### config.mk
export PLATFORM = sky130hd
export DESIGN_NAME = anc_sample_sched
export DESIGN_NICKNAME = d
export VERILOG_FILES = /design/src/rtl/anc_sample_sched.sv
export SDC_FILE = /design/constraint.sdc
export NUM_CORES = 1
export LEC_CHECK = 0
export ABC_AREA = 1
export CAP_MARGIN = 20
export CORE_ASPECT_RATIO = 0.9
export CORE_MARGIN = 2
export CORE_UTILIZATION = 49
export CTS_CLUSTER_SIZE = 10
export DETAILED_ROUTE_END_ITERATION = 7
export PLACE_DENSITY = 0.86
export SETUP_SLACK_MARGIN = 0.05
export SYNTH_ARGS = -nofsm -noshare
export SYNTH_HDL_FRONTEND = slang
export SYNTH_SLANG_ARGS = --single-unit
### constraint.sdc
create_clock -name clk -period 3.33 [get_ports clk]
set_input_delay 0.333 -clock clk [delete_from_list [all_inputs] [get_ports clk]]
set_output_delay 0.333 -clock clk [all_outputs]
set_load 0.02 [all_outputs]
### src/rtl/anc_sample_sched.sv
// Per-sample scheduler: captures {e,x,a,u}, launches the ANC core, emits one output sample per input set.
// Latency: capture->out_valid is 2+k cycles (core done in RUN cycle k), 1 cycle in bypass, 2+TIMEOUT on watchdog.
// Backpressure: in_ready is high only in WAIT_IN; a new set is refused until the previous sample has been emitted.
module anc_sample_sched #(
    parameter int TIMEOUT = 1000,
    parameter int LAT_W   = 10
) (
    input  logic                    clk,
    input  logic                    rst_n,
    input  logic                    init_done,
    input  logic                    bypass_mode_sel,
    input  logic                    in_valid,
    output logic                    in_ready,
    input  logic signed [15:0]      e_in,
    input  logic signed [15:0]      x_in,
    input  logic signed [15:0]      a_in,
    input  logic signed [15:0]      u_in,
    output logic signed [15:0]      core_e,
    output logic signed [15:0]      core_x,
    output logic signed [15:0]      core_a,
    output logic signed [15:0]      core_u,
    output logic                    core_start,
    input  logic                    core_done,
    input  logic signed [15:0]      core_out,
    output logic signed [15:0]      out_sample,
    output logic                    out_valid,
    output logic [LAT_W-1:0]        max_lat,
    output logic [7:0]              timeout_cnt
);

    typedef enum logic [2:0] {IDLE, WAIT_IN, START, RUN, EMIT} state_t;

    localparam logic [LAT_W-1:0] TO_L = LAT_W'(TIMEOUT);

    state_t           state, state_nxt;
    logic [LAT_W-1:0] timer;
    logic [LAT_W-1:0] lat_now;
    logic             cap, run_done, run_tmo;

    // lat_now is the RUN-cycle index of the current cycle (1 in the first RUN cycle)
    assign lat_now = timer + 1'b1;

    always_comb begin
        state_nxt  = state;
        in_ready   = 1'b0;
        core_start = 1'b0;
        out_valid  = 1'b0;
        cap        = 1'b0;
        run_done   = 1'b0;
        run_tmo    = 1'b0;
        case (state)
            IDLE: begin
                if (init_done) state_nxt = WAIT_IN;
            end
            WAIT_IN: begin
                in_ready = 1'b1;
                if (in_valid) begin
                    cap       = 1'b1;
                    state_nxt = bypass_mode_sel ? EMIT : START;
                end
            end
            START: begin
                core_start = 1'b1;
                state_nxt  = RUN;
            end
            RUN: begin
                if (core_done) begin
                    run_done  = 1'b1;
                    state_nxt = EMIT;
                end else if (lat_now == TO_L) begin
                    run_tmo   = 1'b1;
                    state_nxt = EMIT;
                end
            end
            EMIT: begin
                out_valid = 1'b1;
                state_nxt = WAIT_IN;
            end
            default: state_nxt = IDLE;
        endcase
        // Losing init_done kills the in-flight sample with no side effects
        if (!init_done) begin
            state_nxt  = IDLE;
            in_ready   = 1'b0;
            core_start = 1'b0;
            out_valid  = 1'b0;
            cap        = 1'b0;
            run_done   = 1'b0;
            run_tmo    = 1'b0;
        end
    end

    always_ff @(posedge clk or negedge rst_n) begin
        if (!rst_n) begin
            state       <= IDLE;
            timer       <= '0;
            core_e      <= '0;
            core_x      <= '0;
            core_a      <= '0;
            core_u      <= '0;
            out_sample  <= '0;
            max_lat     <= '0;
            timeout_cnt <= '0;
        end else begin
            state <= state_nxt;
            if (cap) begin
                core_e <= e_in;
                core_x <= x_in;
                core_a <= a_in;
                core_u <= u_in;
                if (bypass_mode_sel) out_sample <= a_in;
            end
            if (core_start)        timer <= '0;
            else if (state == RUN) timer <= lat_now;
            if (run_done) begin
                out_sample <= core_out;
                if (lat_now > max_lat) max_lat <= lat_now;
            end
            if (run_tmo) begin
                out_sample <= '0;
                if (timeout_cnt != 8'hFF) timeout_cnt <= timeout_cnt + 8'd1;
            end
        end
    end

endmodule

==> metrics <==
most used routing layer in global routing=met2; cell depth of the worst flop-to-flop path=14; power density over the cells=781.1 nW/um^2; part of the cycle the worst path needs=0.7653; area of the die=11670 sq um; net count of the finished layout=between 900 and 1000; number of max-cap violations=0; unrepaired setup endpoints after global routing=no; via count of the first global-routing pass=between 4000 and 5000; Warnings, synthesis=0; TritonCTS clock tree=done; initial cell density of the core=0.4966; gr usage total=0.2492; mean instance size in the synthesized netlist=between 8 and 9 sq um; number of vias per cell=approximately 5.1; total negative slack=0 ns; number of antenna violations at the first check in global routing=0; worst setup slack before clock tree synthesis=a little under 0.8 ns; source of the critical timing path=timer[0]; DRC errors left=0; count leader, synth=nand2_1; final setup vio count=0; met3 Use GR=0.06761; H-tree depth reported by CTS=3; final critical-path required period=between 2 and 3 ns; fmax=392.4 MHz; leading post-synthesis cells by cell area=dfrtp_1, nand2_1, inv_1; required time reported for the critical path endpoint=3.57 ns; top cell type's share of synthesized area=0.5240; arrival time at the worst endpoint=around 2.8 ns; post-cts resize count=0; category of the worst setup path capture point=register; Max VDD drop=about 0.00042 V; terminus of the critical flop-to-flop path=max_lat[5]; area growth from synthesis to layout=42.53%; number of failing hold endpoints at the final stage=0; buffer count from post-CTS setup fixing=0; clock transition at the register clock pins on the worst setup and hold paths after CTS=about 0.07 ns; post-synth net total=750; share of cells above drive strength 1=0.07646; GPL Wtd Cong=approximately 0.88; async set-reset flop share out of synthesis=1.000; worst hold path class=in2async; Yosys reg bits=between 100 and 150; DIE WIDTH=113.6 um; routed length per placed instance=around 15 um; total number of vias=slightly below 5000; worst slew slack as a fraction of its limit=0.5235; commonest register cell after synthesis=dfrtp_1; maximum number of pins on one net before global-route repair=between 60 and 70; Iteration-0 DRC Markers=319; Port Buffers=186; register area share after synthesis=0.5240; slack of the worst reg-to-reg path=~0.78 ns; CTS Sinks=around 110; status=completed; ranking of synthesized cells by instance count=nand2_1, dfrtp_1, inv_1; Congestion Overflow GR=0; Yosys cell types=35; final worst setup slack=slightly below 0.8 ns; final setup skew=roughly 0.0076 ns; number of pins exceeding their max-slew limit in the final report=0; startpoint type of the worst setup path=register; cell count after synthesis=between 600 and 700; worst r2r src=timer[0]; number of I/O pins=about 190; number of cell rows=36; clk root buf=clkbuf_16; kind of critical path=reg2reg; first-pass GRT wire length=22890 um; met1 Usage GRT=0.2996; Final ANT Viol Nets=0; area of the mapped netlist=approximately 5300 sq um; number of buffers created by CTS=9; maximum count of clock buffers along a single path=2; DIE HEIGHT=approximately 100 um; Skew-Pair Late Insertion Delay=0.35 ns; Diodes inserted=0; number of hold buffers added after cts=0; Floorplan Core Area=between 10000 and 15000 sq um; transition time of the tightest slew-check pin=about 0.71 ns; detailed-route wire length=~15000 um; number of enable-type register cells in the synthesized netlist=0; met2 layer usage reported by global route=0.4408; maximum net fanout on the critical path=11; detailed-placement wirelength estimate=between 10000 and 15000 um; leakage=roughly 3.9 nW; cell type contributing the most total cell area after synthesis=dfrtp_1; end-of-flow core utilization=0.7078; number of detailed-routing iterations run before antenna repair=5
## area by class of cell
cell class,count,area (sq um)
multi-input cells,448,2146
clock buffers,13,250.2
inverters,69,260.3
well taps,133,166.4
repair buffers,193,1937
fillers,829,3119
clock inverters,3,18.77
flip-flops and latches,111,2778
## flip-flops by register name, indices dropped and copies added, names as in the netlist, 8 cells and up
register	flops
out_sample	16
core_x	16
max_lat	10
timer	10
core_u	16
core_e	16
core_a	16
timeout_cnt	8
## report_power, final
group / total [mW] / internal [mW] / switching, mW
logic: 2.77 / 1.25 / 1.52
clock network: 1.00 / 0.529 / 0.475
registers: 2.13 / 1.82 / 0.314
total: 5.90 / 3.60 / 2.31
## worst max-delay path, stage by stage (launching register included)
cell and delay (ns):
dfrtp_1 0.41, ha_1 0.21, nand2_2 0.09, nor2_2 0.15, nand3_1 0.09, nand2_1 0.10
inv_2 0.06, ha_1 0.27, nand2_1 0.12, nor2_1 0.06, a31o_1 0.22, inv_2 0.16
nand2_1 0.27, nand2_1 0.15, nand2_1 0.07
## logic make-up after synthesis
group	share of synthesized area
XOR/XNOR	0.009913
adder cells (fa/ha/maj)	0.02832
buffers and inverters	0.07246
AND/OR/NAND/NOR	0.3132
flip-flops	0.5240
AO/OA/AOI/OAI	0.05216
## metal layers
metal	routed length [um]	vias to the layer above	share of wire
li1	-	2393	-
met1	5892	2346	0.40
met2	7599	161	0.52
met3	875	20	0.060
met4	221	0	0.015
met5	0	-	0
## worst max path at each step
stage	end	cells after the start
CTS	max_lat[5]	14
finish	max_lat[5]	14
global route	max_lat[5]	14
detailed placement	out_sample[12]	10
global placement	out_sample[12]	10
floorplan	max_lat[0]	15
## metrics by stage
step / hold WS (ns) / area [sq um] / power (mW) / cells
2_1_floorplan: 0.03741 / 5301 / 3.582 / 652
3_5_place_dp: 0.4221 / 7287 / 4.905 / 954
5_1_grt: 0.05954 / 7556 / 6.299 / 970
6_report: 0.02343 / 7556 / 5.902 / 970
3_3_place_gp: 0.4136 / 7267 / 4.801 / 953
4_1_cts: 0.04948 / 7556 / 5.930 / 970
## cell usage in the layout (no fill, tap or decap), drive strengths merged, types with 5 or more instances in the layout
cell type / instances
nand3: 42
nor3: 6
ha: 12
or2: 10
nand2: 296
xor2: 5
o21ai: 30
buf: 8
nand4: 8
o211ai: 8
nor2: 19
inv: 68
clkdlybuf4s50: 185
dfrtp: 111
clkbuf: 13
(Power assumes the default switching activity.)
